<file path="config.mk">
export PLATFORM = sky130hd
export DESIGN_NAME = seg7_count_display
export DESIGN_NICKNAME = d
export VERILOG_FILES = /design/src/rtl/seg7_pkg.sv /design/src/rtl/seg7_count_display_decoder.sv /design/src/rtl/seg7_count_display.sv
export SDC_FILE = /design/constraint.sdc
export NUM_CORES = 1
export LEC_CHECK = 0
export ABC_CLOCK_PERIOD_IN_PS = 2000
export CORE_MARGIN = 2
export CORE_UTILIZATION = 40
export CTS_CLUSTER_SIZE = 12
export DETAILED_ROUTE_END_ITERATION = 16
export PLACE_DENSITY_LB_ADDON = 0.05
export SLEW_MARGIN = 30
export SYNTH_ARGS = -nofsm -noshare
export SYNTH_HDL_FRONTEND = slang
export SYNTH_HIERARCHICAL = 1
export SYNTH_SLANG_ARGS = --single-unit
</file>
<file path="constraint.sdc">
create_clock -name clk -period 2 [get_ports clk]
set_input_delay 0.3 -clock clk [delete_from_list [all_inputs] [get_ports clk]]
set_output_delay 0.3 -clock clk [all_outputs]
set_load 0.03 [all_outputs]
</file>
<file path="src/rtl/seg7_pkg.sv">
// rtl/seg7_pkg.sv - shared 7-segment code table and encoder for display blocks
package seg7_pkg;

    localparam logic [6:0] SEG_BLANK = 7'h00;

    // Active-high {g,f,e,d,c,b,a} codes for decimal digits 0..9
    localparam logic [6:0] SEG_DIGIT [0:9] = '{
        7'h3F, 7'h06, 7'h5B, 7'h4F, 7'h66,
        7'h6D, 7'h7D, 7'h07, 7'h7F, 7'h6F
    };

    function automatic logic [6:0] seg7_encode(input logic [3:0] i_digit);
        logic [6:0] w_code;
        w_code = SEG_BLANK;
        for (int i = 0; i < 10; i++) begin
            if (i_digit == 4'(i)) begin
                w_code = SEG_DIGIT[i];
            end
        end
        return w_code;
    endfunction

endpackage

</file>
<file path="src/rtl/seg7_count_display_decoder.sv">
// rtl/seg7_count_display_decoder.sv - combinational digit to active-high segment code
module seg7_decoder
    import seg7_pkg::*;
(
    input  logic [3:0] i_digit,
    output logic [6:0] o_code
);

    assign o_code = seg7_encode(i_digit);

endmodule

</file>
<file path="src/rtl/seg7_count_display.sv">
// rtl/seg7_count_display.sv - 2-digit multiplexed decimal display of a 0..15 count
module seg7_count_display
    import seg7_pkg::*;
#(
    parameter int SCAN_DIV   = 125000,
    parameter int GHOST_CYC  = 16,
    parameter int BLANK_LZ   = 1,
    parameter int ACTIVE_LOW = 1
) (
    input  logic       clk,
    input  logic       rst,
    input  logic       en,
    input  logic [3:0] value,
    output logic [6:0] seg,
    output logic       dp,
    output logic [1:0] an,
    output logic       frame_tick
);

    localparam int   CW  = $clog2(SCAN_DIV);
    localparam logic POL = (ACTIVE_LOW != 0);

    logic [CW-1:0] r_scan_cnt;
    logic          r_digit;
    logic [3:0]    r_value_q;

    logic          w_wrap;
    logic          w_ghost;
    logic          w_tens;
    logic [3:0]    w_ones;
    logic [3:0]    w_bcd;
    logic [6:0]    w_code;
    logic          w_blank;
    logic [6:0]    w_seg_ah;
    logic [1:0]    w_an_ah;

    assign w_wrap  = (r_scan_cnt == CW'(SCAN_DIV - 1));
    assign w_ghost = (32'(r_scan_cnt) < GHOST_CYC);

    assign w_tens  = (r_value_q >= 4'd10);
    assign w_ones  = w_tens ? (r_value_q - 4'd10) : r_value_q;
    // Mux the BCD digit first so a single decoder serves both slots
    assign w_bcd   = r_digit ? {3'b000, w_tens} : w_ones;

    seg7_decoder u_decoder (
        .i_digit (w_bcd),
        .o_code  (w_code)
    );

    assign w_blank  = r_digit && !w_tens && (BLANK_LZ != 0);
    assign w_seg_ah = w_blank ? SEG_BLANK : w_code;
    assign w_an_ah  = (en && !w_ghost) ? (r_digit ? 2'b10 : 2'b01) : 2'b00;

    always_ff @(posedge clk) begin
        if (rst) begin
            r_scan_cnt <= '0;
            r_digit    <= 1'b0;
            r_value_q  <= 4'd0;
            frame_tick <= 1'b0;
            seg        <= {7{POL}};
            an         <= {2{POL}};
            dp         <= POL;
        end else begin
            r_scan_cnt <= w_wrap ? '0 : r_scan_cnt + 1'b1;
            if (w_wrap) begin
                r_digit <= ~r_digit;
            end
            // Sample only at the frame boundary so a frame never mixes two values
            if (w_wrap && r_digit) begin
                r_value_q <= value;
            end
            frame_tick <= w_wrap && r_digit;
            seg        <= w_seg_ah ^ {7{POL}};
            an         <= w_an_ah ^ {2{POL}};
            dp         <= POL;
        end
    end

endmodule

</file>
After elaboration in Yosys (flattened, before gate mapping)
Cells that the tools add are included.
{"block": "totals", "reg_bits": 32, "in_bits": 7}
{"block": "classes", "n_reduce_logical": 7, "eq_ne": 10, "magnitude_cmp": 2, "bitwise": 3, "add_sub_neg": 2, "mux": 15}
{"op": "2-to-1 mux 7 bit", "count": 9}
{"op": "adder 17 x 1 -> 17 bit, second input constant", "count": 1}
{"op": "equality test 17 bit, second input constant", "count": 1}
{"op": "less-than comparator 17 x 5 -> 1 bit, second input constant", "count": 1}
{"op": "equality test 4 x 3 -> 1 bit, second input constant", "count": 4}
{"op": "2-to-1 mux 6 bit", "count": 2}
{"op": "equality test 4 x 2 -> 1 bit, second input constant", "count": 2}
{"op": "equality test 4 bit, second input constant", "count": 2}
{"op": "2-to-1 mux 4 bit", "count": 2}
{"op": "inverter 7 bit", "count": 1}
{"op": "equality test 4 x 1 -> 1 bit, second input constant", "count": 1}
{"op": ">= comparator 4 bit, second input constant", "count": 1}
{"op": "logical NOT 4 bit", "count": 1}
{"op": "2-to-1 mux 2 bit", "count": 2}
{"op": "subtractor 4 bit, second input constant", "count": 1}
{"op": "logical AND 1 bit", "count": 3}
{"op": "logical NOT 1 bit", "count": 2}
{"op": "inverter 2 bit", "count": 1}
{"op": "OR reduction 2 bit", "count": 1}
{"op": "inverter 1 bit", "count": 1}

Logic depth before layout (Yosys ltp)
{"block": "logic_depth", "ltp_word": 16, "mapped_depth": 8, "ltp_nobuf": 7}

Hierarchy
Netlist, hierarchy kept.
{"module": "seg7_count_display", "seq_area_each_um2": 640.6, "cells_each": 155, "n_inst": 1, "area_per_inst_um2": 1336.3}
{"module": "seg7_decoder", "seq_area_each_um2": 0.0, "cells_each": 24, "n_inst": 1, "area_per_inst_um2": 200.2}

Worst setup path before layout
No wires, ideal clock.
{"block": "synth_path", "path_type": "register to register", "start": "register r_value_q[1]", "end": "register seg[5]", "path_buffers": 1, "setup_slack_ps": 162, "t_arrival_ps": 1709, "stages_incl_launch_ff": 8, "period_less_slack_ps": 1838, "required_time_ps": 1870, "path_cell_list": "dfxtp_1 > inv_1 > ha_1 > a211oi_1 > buf_6 > inv_2 > a221oi_2 > nand2_1"}
{"block": "synth_via", "elab_chain_cells": 16}
{"item": "start: declaration", "line": "seg7_count_display.sv:25", "source": "logic [3:0] r_value_q;"}
{"item": "start signal: assignment", "line": "seg7_count_display.sv:70", "source": "r_value_q <= value;"}
{"item": "subtractor 4 bit or >= comparator 4 bit (tied branches)", "line": "seg7_count_display.sv:41, seg7_count_display.sv:40"}
{"item": "2-to-1 mux 4 bit (*)", "line": "seg7_count_display.sv:41", "source": "assign w_ones = w_tens ? (r_value_q - 4'd10) : r_value_q;"}
{"item": "2-to-1 mux 4 bit (*)", "line": "seg7_count_display.sv:43", "source": "assign w_bcd = r_digit ? {3'b000, w_tens} : w_ones;"}
{"item": "via w_bcd[2]", "line": "seg7_count_display.sv:31", "source": "logic [3:0] w_bcd;"}
{"item": "logical NOT 4 bit", "line": "seg7_pkg.sv:16", "source": "if (i_digit == 4'(i)) begin"}
{"item": "2-to-1 mux 6 bit (2 in series)", "line": "seg7_pkg.sv:16"}
{"item": "2-to-1 mux 7 bit (7 in series)", "line": "seg7_pkg.sv:16"}
{"item": "2-to-1 mux 7 bit (*)", "line": "seg7_pkg.sv:16"}
{"item": "via w_code[5]", "line": "seg7_count_display.sv:32", "source": "logic [6:0] w_code;"}
{"item": "2-to-1 mux 7 bit (*)", "line": "seg7_count_display.sv:51", "source": "assign w_seg_ah = w_blank ? SEG_BLANK : w_code;"}
{"item": "inverter 7 bit (no line) (*)"}
{"item": "end signal: assignment", "line": "seg7_count_display.sv:60", "source": "seg <= {7{POL}};"}
{"item": "end signal: assignment", "line": "seg7_count_display.sv:73", "source": "seg <= w_seg_ah ^ {7{POL}};"}
{"item": "end: declaration", "line": "seg7_count_display.sv:14", "source": "output logic [6:0] seg,"}
Mark *: on every way through the listed nets, which the timed path passes. The rest lies on a longest branch.
A chain may end at the register's enable or synchronous reset.

Final worst setup path
{"block": "layout_path", "start": "register r_scan_cnt[0]", "end": "register r_digit"}
{"block": "layout_via", "elab_chain_cells": 1}
{"item": "start: declaration", "line": "seg7_count_display.sv:23", "source": "logic [CW-1:0] r_scan_cnt;"}
{"item": "start signal: assignment", "line": "seg7_count_display.sv:64", "source": "r_scan_cnt <= w_wrap ? '0 : r_scan_cnt + 1'b1;"}
{"item": "equality test 17 bit", "line": "seg7_count_display.sv:37", "source": "assign w_wrap = (r_scan_cnt == CW'(SCAN_DIV - 1));"}
{"item": "end signal: assignment", "line": "seg7_count_display.sv:66", "source": "r_digit <= ~r_digit;"}
{"item": "end: declaration", "line": "seg7_count_display.sv:24", "source": "logic r_digit;"}
No other way between the ends.

==> metrics <==
Worst Clk Skew=0.003349 ns; top cells by area, synth=dfxtp_1, xnor2_1, nor2_1, nand2_1, a21oi_1; register area share after synthesis=0.4169; hold_sp=r_scan_cnt[0]; critical path, cell by cell=ha_1 -> nand2_1 -> or4_4 -> or3_1 -> a21oi_1; WP data required=2.21 ns; reg2reg end=r_digit; port bufs=16; Critical-path top delay cell=or4_4; die area=4353 um2; FF+latch count, synth=32; worst reg-to-reg setup slack=0.20 ns; H-tree Lvls=2; Power Density=661.7 nW/um2; Die Ht=65.98 um; Startpoint Class=flip-flop; R2R Path Start=r_scan_cnt[0]; Area Growth Syn to Fin=20.85%; delay-heaviest family, CP=simple AND/OR/NAND/NOR gates; Gate Count Post-Synth=179; CP bufs+invs=0; CP Capture Type=flip-flop; Worst Hold Depth=1; Routed WL=2.940 mm; setup_tns=0 ns; CTS tree=done; vias in the first global route=1234; first-pass GRT wire length=5.278 mm; Leakage=0.0006510 uW; slew margin rel.=0.6665; synthesized area per cell=8.584 um2; RSZ-0062 raised after global routing=false; VDD IR max=0.3589 mV; period utilization=0.9004; initial drt markers=79; GR Overflow Total=0; top cell type's share of synthesized area=0.4169; Max clock buf depth=2; Nets=210; Critical Path Max Stage Delay=0.53 ns; WHS Endpoint=r_scan_cnt[0]; minimum clock period=1.801 ns; row cnt=22; total number of vias=1295; DP HPWL=2.080 mm; Async SR Flop Fraction=0; vias per inst=5.180; Wirelength per Cell=11.76 um; Reg2Reg Depth=5; Final ANT Viol Nets=0; Tightest Pin Transition=0.4957 ns; clk sinks=32; Synthesized Nets=188; Mapped Area=1536 um2; initial antenna violation count=0; Initial Utilization=0.4166; CP Data Arrival Time=2.01 ns; placed cell area=1758 um2; setup violators final=0; final hold vios=0; Pre-Repair DR Iteration Count=4; Die W=65.98 um; routability congestion estimate=0.8081; Post-CTS Setup Bufs=0; smallest hold slack=0.4715 ns; distinct cell type count after synthesis=45; Clk pin slew, worst setup/hold paths=0.06 ns; I/O pins=18; number of diodes=0; ratio of cells with drive above 1 in the final layout=0.1337; fmax=555.3 MHz; WS Path Type=flip-flop to flip-flop; Post-synth EDFFs=0; max_cap viols=0; Final Max Tran Viols=0; clock insertion delay at the later pin of the skew report=0.28 ns; Yosys warnings=6; status=complete, no violations; DRC Markers=0; design area=1857 um2; Synth Flop Type=dfxtp_1; post-synth top area cell=dfxtp_1; min-delay worst type=flip-flop to flip-flop; largest net degree at the start of global routing=17; total CTS buffers=5; GRT Total Usage=0.1609; crit-path max FO=7; Core Area=3689 um2; CTS root buffer=clkbuf_8
-- synthesized netlist by cell type (3+ instances only) --
cell and instances:
a21oi_1 10, buf_4 3, clkbuf_1 3, dfxtp_1 32
inv_1 7, nand2_1 14, nand3_1 8, nand4_1 6
nor2_1 21, nor3_1 7, nor3b_1 3, nor4_1 6
o21ai_0 6, xnor2_1 12
-- flip-flops by register name (all words and copies together), names as in the netlist --
register	flops
r_scan_cnt	17
seg	7
r_value_q	4
an	2
frame_tick	1
r_digit	1
-- how the worst max path moves through the flow --
| stage | from | endpoint | slack, ns | cells past startpoint |
|---|---|---|---|---|
| finish | r_scan_cnt[0] | r_digit | 0.20 | 5 |
| global route | r_value_q[1] | seg[3] | 0.07 | 7 |
| CTS | r_scan_cnt[0] | r_digit | 0.14 | 5 |
| detailed placement | r_scan_cnt[0] | r_digit | 0.15 | 5 |
| global placement | r_scan_cnt[0] | r_digit | 0.21 | 5 |
| floorplan | r_value_q[1] | seg[5] | 0.16 | 7 |
-- power by group --
part | internal, uW | switching [uW]
sequential | 649 | 7.33
clock | 280 | 225
combinational | 30.6 | 35.7
-- through the flow --
step | power [uW] | std cells | setup WS (ns) | utilization
6_report | 1229 | 250 | 0.1991 | 0.5034
4_1_cts | 1246 | 250 | 0.1367 | 0.5010
5_1_grt | 1288 | 250 | 0.06683 | 0.5034
3_5_place_dp | 737.8 | 242 | 0.1530 | 0.4766
2_1_floorplan | 707.0 | 179 | 0.1616 | -
3_3_place_gp | 736.5 | 242 | 0.2057 | 0.4766
-- routing by layer --
| metal | routed length, um | vias to the layer above | share of wire | global-route usage |
|---|---|---|---|---|
| li1 | - | 668 | - | - |
| met1 | 1421 | 603 | 0.48 | 0.1878 |
| met2 | 1373 | 17 | 0.47 | 0.2626 |
| met3 | 80 | 7 | 0.027 | 0.04600 |
| met4 | 64 | 0 | 0.022 | 0.09184 |
| met5 | 0 | - | 0 | 0 |
-- cells in the final DEF, fill, tap and decap left out, types with 6 or more instances in the layout --
cell	instances
dfxtp_1	32
nor2_1	21
clkdlybuf4s50_1	16
nand2_1	14
xnor2_1	12
a21oi_1	10
buf_4	9
nand3_1	8
inv_1	7
nor3_1	7
o21ai_0	6
nor4_1	6
nand4_1	6
clkbuf_8	6
-- worst reg2reg max path, stage by stage (launching register included) --
cell and delay, ns:
dfxtp_1 0.38, ha_1 0.25, nand2_1 0.12, or4_4 0.53, or3_1 0.32, a21oi_1 0.13
-- area by class of cell --
class | instances | area [um2]
Multi-Input combinational cell | 129 | 808.3
Tap cell | 48 | 60.06
Clock buffer | 8 | 90.09
Timing Repair Buffer | 25 | 227.7
Inverter | 8 | 30.03
Fill cell | 363 | 1832
Sequential cell | 32 | 640.6
-- timing repair --
action	in CTS	in global routing
setup endpoints to repair	0	3
gates resized for setup	0	2
hold endpoints to repair	0	0
hold buffers	0	0
-- kinds of logic (layout without fill, tap and decap cells) --
group           count (synthesis)  in the layout  synth area share
buf+inv                        18             41           0.06270
xor+xnor                       14             14           0.07981
mux                             1              1          0.006515
simple gates                   81             81            0.2842
compound gates                 30             30            0.1311
flops                          32             32            0.4169
other cells                     1              1          0.002441
fa+ha+maj                       2              2           0.01628
Note: power is estimated with default switching activity, not from simulation.
